$ cat config.mk
export PLATFORM = sky130hd
export DESIGN_NAME = seq_muldiv_alu
export DESIGN_NICKNAME = d
export VERILOG_FILES = /design/src/rtl/seq_alu_pkg.sv /design/src/rtl/iter_muldiv_core.sv /design/src/rtl/seq_muldiv_alu.sv
export SDC_FILE = /design/constraint.sdc
export NUM_CORES = 1
export LEC_CHECK = 0
export ABC_AREA = 1
export ABC_CLOCK_PERIOD_IN_PS = 3150
export BUFFER_PORTS_ARGS = -buffer_cell sky130_fd_sc_hd__buf_2
export CAP_MARGIN = 15
export CORE_MARGIN = 2
export CORE_UTILIZATION = 30
export CTS_BUF_LIST = sky130_fd_sc_hd__clkbuf_4
export DETAILED_ROUTE_END_ITERATION = 8
export PLACE_DENSITY = 0.45
export SYNTH_ARGS = -nofsm -noshare
export SYNTH_HDL_FRONTEND = slang
export SYNTH_SLANG_ARGS = --single-unit
export TNS_END_PERCENT = 10
$ cat constraint.sdc
create_clock -name clk -period 3.15 [get_ports clk]
set_input_delay 0.63 -clock clk [delete_from_list [all_inputs] [get_ports clk]]
set_output_delay 0.63 -clock clk [all_outputs]
set_load 0.005 [all_outputs]
$ cat src/rtl/seq_alu_pkg.sv
// Shared encodings for the sequential mul/div/add/sub unit.
package seq_alu_pkg;

  typedef enum logic [1:0] {
    OP_ADD = 2'b00,
    OP_SUB = 2'b01,
    OP_MUL = 2'b10,
    OP_DIV = 2'b11
  } op_e;

  typedef enum logic [1:0] {
    IDLE = 2'b00,
    BUSY = 2'b01,
    DONE = 2'b10
  } state_e;

endpackage

$ cat src/rtl/iter_muldiv_core.sv
// One-bit-per-step datapath: shift-add multiply and restoring divide.
module iter_muldiv_core #(
  parameter int WIDTH = 4
) (
  input  logic               clk,
  input  logic               rst,
  input  logic               load_i,
  input  logic               step_i,
  input  logic               is_div_i,
  input  logic [WIDTH-1:0]   a_i,
  input  logic [WIDTH-1:0]   b_i,
  output logic [2*WIDTH-1:0] res_o,
  output logic               zero_div_o
);

  logic [2*WIDTH-1:0] acc_q, mcand_q;
  logic [WIDTH-1:0]   mplier_q, quo_q, dvsr_q;
  logic [WIDTH:0]     rem_q, shifted, trial;
  logic               is_div_q, zero_q, borrow;

  // Bring down the next dividend bit and try subtracting the divisor.
  // A zero divisor never borrows, so quotient saturates to all ones and
  // the remainder ends up equal to the dividend.
  always_comb begin
    shifted         = {rem_q[WIDTH-1:0], quo_q[WIDTH-1]};
    {borrow, trial} = {1'b0, shifted} - {2'b00, dvsr_q};
  end

  always_ff @(posedge clk or posedge rst) begin
    if (rst) begin
      acc_q    <= '0;
      mcand_q  <= '0;
      mplier_q <= '0;
      rem_q    <= '0;
      quo_q    <= '0;
      dvsr_q   <= '0;
      is_div_q <= 1'b0;
      zero_q   <= 1'b0;
    end else if (load_i) begin
      acc_q    <= '0;
      mcand_q  <= {{WIDTH{1'b0}}, a_i};
      mplier_q <= b_i;
      rem_q    <= '0;
      quo_q    <= a_i;
      dvsr_q   <= b_i;
      is_div_q <= is_div_i;
      zero_q   <= is_div_i && (b_i == '0);
    end else if (step_i) begin
      if (is_div_q) begin
        rem_q <= borrow ? shifted : trial;
        quo_q <= {quo_q[WIDTH-2:0], ~borrow};
      end else begin
        if (mplier_q[0]) acc_q <= acc_q + mcand_q;
        mcand_q  <= mcand_q << 1;
        mplier_q <= mplier_q >> 1;
      end
    end
  end

  assign res_o      = is_div_q ? {rem_q[WIDTH-1:0], quo_q} : acc_q;
  assign zero_div_o = zero_q;

endmodule

$ cat src/rtl/seq_muldiv_alu.sv
// Single-transaction arithmetic unit: add/sub in one edge, mul/div iterate WIDTH edges.
module seq_muldiv_alu
  import seq_alu_pkg::*;
#(
  parameter int WIDTH = 4,
  parameter int CNT_W = $clog2(WIDTH+1)
) (
  input  logic               clk,
  input  logic               rst,
  input  logic               in_valid,
  output logic               in_ready,
  input  logic [WIDTH-1:0]   in1,
  input  logic [WIDTH-1:0]   in2,
  input  logic [1:0]         opcode,
  output logic               out_valid,
  input  logic               out_ready,
  output logic [2*WIDTH-1:0] out,
  output logic               div_by_zero,
  output logic               busy
);

  localparam logic [CNT_W-1:0] LAST = CNT_W'(WIDTH-1);

  state_e             state_q, state_d;
  logic [CNT_W-1:0]   cnt_q, cnt_d;
  op_e                op_q;
  logic [2*WIDTH-1:0] as_q, as_d, core_res;
  logic [WIDTH:0]     sum, diff;
  logic               accept, core_zero;

  assign in_ready  = (state_q == IDLE);
  assign accept    = in_valid && in_ready;
  assign out_valid = (state_q == DONE);
  assign busy      = (state_q == BUSY);

  // diff[WIDTH] is the borrow of the unsigned subtraction.
  always_comb begin
    sum  = {1'b0, in1} + {1'b0, in2};
    diff = {1'b0, in1} - {1'b0, in2};
    as_d = {{(WIDTH-1){1'b0}}, (opcode[0] ? diff : sum)};
  end

  always_comb begin
    state_d = state_q;
    cnt_d   = cnt_q;
    case (state_q)
      IDLE: if (in_valid) begin
        cnt_d   = '0;
        state_d = opcode[1] ? BUSY : DONE;
      end
      BUSY: begin
        cnt_d = cnt_q + CNT_W'(1);
        if (cnt_q == LAST) state_d = DONE;
      end
      DONE:    if (out_ready) state_d = IDLE;
      default: state_d = IDLE;
    endcase
  end

  always_ff @(posedge clk or posedge rst) begin
    if (rst) begin
      state_q <= IDLE;
      cnt_q   <= '0;
      op_q    <= OP_ADD;
      as_q    <= '0;
    end else begin
      state_q <= state_d;
      cnt_q   <= cnt_d;
      if (accept) begin
        op_q <= op_e'(opcode);
        as_q <= as_d;
      end
    end
  end

  iter_muldiv_core #(.WIDTH(WIDTH)) u_core (
    .clk        (clk),
    .rst        (rst),
    .load_i     (accept && opcode[1]),
    .step_i     (busy),
    .is_div_i   (opcode[0]),
    .a_i        (in1),
    .b_i        (in2),
    .res_o      (core_res),
    .zero_div_o (core_zero)
  );

  // Outputs are gated by DONE so a reset or idle unit always shows zero.
  assign out         = out_valid ? (op_q[1] ? core_res : as_q) : '0;
  assign div_by_zero = out_valid && (op_q == OP_DIV) && core_zero;

endmodule

==> results of run 1 <==
==> final cells by class <==
class | instances | area [um2]
clock buffers | 5 | 37.54
well taps | 129 | 161.4
flip-flops and latches | 46 | 1151
clock inverters | 3 | 16.27
inverters | 56 | 210.2
repair buffers | 26 | 132.6
fillers | 1014 | 6072
multi-input cells | 258 | 1459
==> worst register-to-register path, cell delays in order, from the launching register on <==
cell	delay (ns)
dfrtp_1	0.50
nor2_4	0.08
nand3_4	0.17
inv_2	0.19
o21ai_2	0.59
nand2_1	0.15
o21ai_2	0.09
==> stage by stage <==
step	hold WS, ns	total power, mW	instances	setup WS (ns)	utilization
after global routing	0.3188	2.862	523	0.6119	0.3429
after CTS	0.3017	2.604	523	0.7203	0.3429
after detailed placement	0.4775	2.309	515	1.022	0.3370
final	0.2822	2.570	523	0.7250	0.3429
after global placement	0.4647	2.302	515	1.026	0.3370
after floorplan	0.4437	1.967	366	1.255	-
==> cell families (layout without fill, tap and decap cells) <==
| family | count (synthesis) | after routing | share of synthesized area |
|---|---|---|---|
| compound gates | 70 | 70 | 0.1411 |
| xor+xnor | 4 | 4 | 0.01223 |
| fa+ha+maj | 21 | 21 | 0.09957 |
| buf+inv | 62 | 90 | 0.08908 |
| flops | 46 | 46 | 0.4017 |
| simple gates | 163 | 163 | 0.2563 |
==> flip-flops by register name, indices dropped and copies added, names as in the netlist <==
signal / cells
as_q: 5
cnt_q: 3
op_q: 2
state_q: 2
u_core.acc_q: 8
u_core.dvsr_q: 4
u_core.is_div_q: 1
u_core.mcand_q: 8
u_core.mplier_q: 4
u_core.quo_q: 4
u_core.rem_q: 4
u_core.zero_div_o: 1
==> worst paths after layout <==
path                                        startpoint                            end  slack (ns)  depth (start not counted)
worst max-delay path            state_q[1]$_DFFE_PP0P_                         out[4]        0.73                          5
worst min-delay path                               rst    u_core.is_div_q$_DFFE_PP0P_        0.28                          2
worst max register to register  state_q[0]$_DFFE_PP0P_    u_core.acc_q[4]$_DFFE_PP0P_        1.34                          6
worst min register to register    cnt_q[0]$_DFFE_PP0P_           cnt_q[0]$_DFFE_PP0P_        0.49                          1
max in group asynchronous                          rst  u_core.mcand_q[2]$_DFFE_PP0P_        2.16                          3
min in group clk                  cnt_q[0]$_DFFE_PP0P_           cnt_q[0]$_DFFE_PP0P_        0.49                          1
==> routing by layer <==
metal,share of wire,vias to the layer above,track usage
met5,0,-,0
met4,0.010,0,0.03430
met3,0.034,8,0.02484
met2,0.42,44,0.2115
met1,0.53,1111,0.2259
li1,-,1241,-
==> power groups by stage <==
stage	sequential (mW)	clock (mW)	combinational, mW
after detailed placement	1.03	0	1.28
after global placement	1.03	0	1.28
final	1.01	0.284	1.28
after global routing	1.05	0.328	1.49
after floorplan	0.950	0	1.02
after CTS	1.01	0.300	1.29
==> synth_stat cells <==
| cell type | number |
|---|---|
| o21ai_0 | 33 |
| o21ai_4 | 1 |
| nand3b_1 | 2 |
| nand2_2 | 3 |
| nand3_4 | 2 |
| nor2_1 | 11 |
| nand2_1 | 107 |
| inv_2 | 3 |
| a31oi_1 | 2 |
| o21ai_2 | 6 |
| o2111a_1 | 1 |
| a21oi_1 | 20 |
| nand4_1 | 5 |
| or2_2 | 4 |
| or2_1 | 1 |
| nand2_4 | 1 |
| inv_1 | 53 |
| buf_6 | 2 |
| o211ai_1 | 1 |
| ha_1 | 18 |
| buf_2 | 3 |
| nand3_1 | 24 |
| buf_4 | 1 |
| dfrtp_1 | 46 |
| xnor2_1 | 3 |
| nor2_2 | 1 |
| o22ai_1 | 5 |
| nor2_4 | 2 |
| a21o_1 | 1 |
| xor2_1 | 1 |
| fa_1 | 3 |
==> results.toml, run 1 <==
[sta]
fin_skew_ns = 0.01693
fin_crit_ns = 2.425
worst_pin_slew_ns = 0.6876
maxClockFrequency_mhz = 412.4
drv_slew = 0
grt_setup_unrepaired = "false"
slew_headroom = 0.5415
setup_violations = 0
tns_ns = 0
hold_viol = 0
finalCritPeriodShare = 0.7698

[floorplanning]
io_pins = 26
dieArea_um2 = 10350
start_util = 0.3101
die_w_um = 101.7
coreArea_um2 = 9240
num_rows = 35
chipHeight_um = 101.7

[flow_run]
maxCapViolCount = 0

[critical_path]
required_ns = 2.52
endpoint_kind = "primary output"
cpMaxStageDelayCell = "dfrtp_1"
slowest_delay_ns = 0.43
critical_path_class = "register to primary output"
crit_family = "compound AO/OA/AOI/OAI gates"
cp_max_fo = 7
path_buf_inv = 2
startpoint_type = "register"
cp.arrival_ns = 1.79
path_cells = "inv_1, nor2_1, o21ai_0, a21oi_1, buf_2"

[synthesis]
ys_seq_area_frac = 0.4017
syn_inst = 366
synth.avg_cell_area_um2 = 7.829
yosysWarningCount = 0
synth_top_area_frac = 0.4017
synth_area_leader_cell = "dfrtp_1"
ys_ff_latch = 46
synth.distinct_cells = 31
synthTopCellsByArea = "dfrtp_1, nand2_1, ha_1"
syn-cell-area_um2 = 2865
synth_fp_nets = 401

[clocking]
cts_num_sinks = 46
root_buffer = "clkbuf_4"
cts_setup_buffers = 0
insertion_delay_ns = 0.37
cts_tree = "yes"
cts.clk_slew.worst_paths_ns = 0.14
ctsHtreeMaxLevel = 2
cts-buffers-inserted = 5
hold_buffers = 0
cts.repair.resized = 0
clk_path_buf_depth = 2

[routing]
first_iter_violations = 112
drt-total-wl_mm = 6.850
dr.pass1.iters = 4
drc = 0
dr_total_vias = 2404
antenna_left = 0
viasPerCell = 4.597
wl_per_cell_um = 13.10

[global_routing]
grt_max_degree = 25
grt_pass1_wl_mm = 11.79
antenna_found_initial = 0
grt_overflow = 0
grt.total_usage = 0.1463
grt_pass1_vias = 2374

[placed_design]
dpl_cell_area_um2 = 3114
port_buffers = 25
routabilityCongestion = 0.7908
place.detailed.hpwl_mm = 5.413

[power_and_ir_drop]
pwr-share-seq = 0.394
clockPowerShare = 0.110
leakagePower_nw = 1.631
p_comb_frac = 0.496
switchingPower_mw = 1.197
p_int_mw = 1.373
peakVddDrop_mv = 0.4437
swShare = 0.4657
powerDensity_nw_per_um2 = 811.4

[final_layout]
final_area_um2 = 3168
nets = 428
most-common-layout-cells = "nand2_1, inv_1, dfrtp_1"
layout_commonest_cell = "nand2_1"
antenna-diode-count = 0
area_growth_pct = 10.57
drive_gt1_frac = 0.1447

[outcome]
status = "finished clean"

[min_path]
worstHoldPathType = "input pin to async pin"
(Power assumes the default switching activity.)
==> run 2: changes to the inputs <==
- ABC_CLOCK_PERIOD_IN_PS: 3150 -> 2210
- PLACE_DENSITY: 0.45 -> 0.47
- clock period: 3.15 -> 2.21 ns (I/O delays scaled with it)
==> run 2 against run 1 <==
Register-to-register slack worse by 0.87 ns. Combinational power rose by 45%. Clock power increased by 47%. Largest power group unchanged. Via count is 1.7% higher. Sequential share of layout area decreased by 0.54 points.
==> results.toml, run 2 (same netlist as run 1, synthesis figures left out) <==
[clocking]
insertion_delay_ns = 0.38
root_buffer = "clkbuf_4"
ctsHtreeMaxLevel = 2
cts_num_sinks = 46
cts.clk_slew.worst_paths_ns = 0.15
cts_tree = "yes"
cts_setup_buffers = 0
hold_buffers = 0
clk_path_buf_depth = 2
cts-buffers-inserted = 5

[power_and_ir_drop]
p_int_mw = 1.990
swShare = 0.4646
switchingPower_mw = 1.727
pwr-share-seq = 0.388
clockPowerShare = 0.112
powerDensity_nw_per_um2 = 1155
peakVddDrop_mv = 0.4940
leakagePower_nw = 1.654
p_comb_frac = 0.499

[routing]
wl_per_cell_um = 13.07
drt-total-wl_mm = 6.888
antenna_left = 0
dr.pass1.iters = 5
dr_total_vias = 2445
first_iter_violations = 80
viasPerCell = 4.639
drc = 0

[critical_path]
startpoint_type = "register"
path_buf_inv = 1
slowest_delay_ns = 0.50
crit_family = "flip-flops"
cp_max_fo = 7
cp.arrival_ns = 1.60
cpMaxStageDelayCell = "dfrtp_1"
path_cells = "nor2_4, o21ai_0, a21oi_1, buf_2"
critical_path_class = "register to primary output"
required_ns = 1.77
endpoint_kind = "primary output"

[global_routing]
grt_max_degree = 25
grt_pass1_vias = 2325
grt_overflow = 0
grt.total_usage = 0.1455
antenna_found_initial = 0
gr-usage-met3 = 0.03175
use_met2 = 0.2201
use_met1 = 0.2134
grt_pass1_wl_mm = 11.61
gr-max-usage-layer = "met2"

[placed_design]
port_buffers = 25
place_inst = 519
place.detailed.hpwl_mm = 5.469
routabilityCongestion = 0.7865
dpl_cell_area_um2 = 3157
dpl_worst_slack_ns = 0.2367

[final_layout]
nFillCells = 999
final_area_um2 = 3219
seqCellArea_um2 = 1152
layout_commonest_cell = "nand2_1"
multi_input_area_um2 = 1466
area_growth_pct = 12.36
post-route-util = 0.3484
antenna-diode-count = 0
nets = 432
layoutNonFillerInstCount = 527
largestRegisters = "u_core.acc_q x8, u_core.mcand_q x8, as_q x5"
most-common-layout-cells = "nand2_1, inv_1, dfrtp_1"
drive_gt1_frac = 0.1583

[sta]
setup_ws_ns = 0.1720
maxClockFrequency_mhz = 490.7
tns_ns = 0
grt_setup_unrepaired = "false"
hold_viol = 0
worst_pin_slew_ns = 0.5528
fin_skew_ns = 0.01278
slew_headroom = 0.6309
setup_violations = 0
drv_slew = 0
finalCritPeriodShare = 0.9222
fin_crit_ns = 2.038

[floorplanning]
coreArea_um2 = 9240
io_pins = 26
dieArea_um2 = 10350
chipHeight_um = 101.7
num_rows = 35
die_w_um = 101.7
start_util = 0.3101

[min_path]
worstHoldPathType = "input pin to async pin"

[flow_run]
maxCapViolCount = 0

[outcome]
status = "finished clean"
run 2: cell types whose count changed in the layout (fill, tap and decap cells not counted):
cell | previous run | this run
dfrtp_1 | 46 | 45
nor2_1 | 11 | 10
dfrtp_2 | 0 | 1
buf_12 | 0 | 1
nor2_4 | 2 | 3
buf_4 | 1 | 4
run 2: worst paths after layout:
kind,start,to,slack [ns],cells after the start
max in group asynchronous,rst,u_core.acc_q[1]$_DFFE_PP0P_,1.60,3
setup / recovery,state_q[0]$_DFFE_PP0P_,out[0],0.17,4
hold / removal,rst,cnt_q[1]$_DFFE_PP0P_,0.09,2
min in group clk,in2[1],u_core.dvsr_q[1]$_DFFE_PP0P_,0.31,3
setup reg to reg,u_core.acc_q[0]$_DFFE_PP0P_,u_core.acc_q[6]$_DFFE_PP0P_,0.47,11
hold reg to reg,cnt_q[0]$_DFFE_PP0P_,cnt_q[0]$_DFFE_PP0P_,0.49,1
run 2: power groups by stage:
stage	Clock, mW	Combinational [mW]	Sequential, mW
6_report	0.418	1.86	1.44
5_1_grt	0.470	2.18	1.50
4_1_cts	0.439	1.88	1.45
3_5_place_dp	0	1.86	1.47
3_3_place_gp	0	1.83	1.46
2_1_floorplan	0	1.45	1.35
run 2: layer usage:
| metal | vias up | part of all wire |
|---|---|---|
| li1 | 1245 | - |
| met1 | 1155 | 0.52 |
| met2 | 38 | 0.44 |
| met3 | 7 | 0.036 |
| met4 | 0 | 0.0094 |
| met5 | - | 0 |
run 2: metrics by stage:
stage | hold WS (ns) | power (mW)
after floorplan | 0.4437 | 2.804
after global placement | 0.4642 | 3.294
final | 0.09007 | 3.717
after global routing | 0.1304 | 4.146
after CTS | 0.1183 | 3.766
after detailed placement | 0.4774 | 3.332
run 2: timing repair:
action,4_1_cts,5_1_grt
cloned,0,0
gates resized for setup,1,2
endpoints found under the setup margin,2,3
run 2: final cells by class:
| cell class | count | area share |
|---|---|---|
| inverter | 56 | 0.06529 |
| clock buffer | 5 | 0.01166 |
| timing repair buffer | 30 | 0.05441 |
| multi-input combinational | 258 | 0.4555 |
| sequential | 46 | 0.3579 |
| clock inverter | 3 | 0.005052 |
| tap | 129 | 0.05014 |
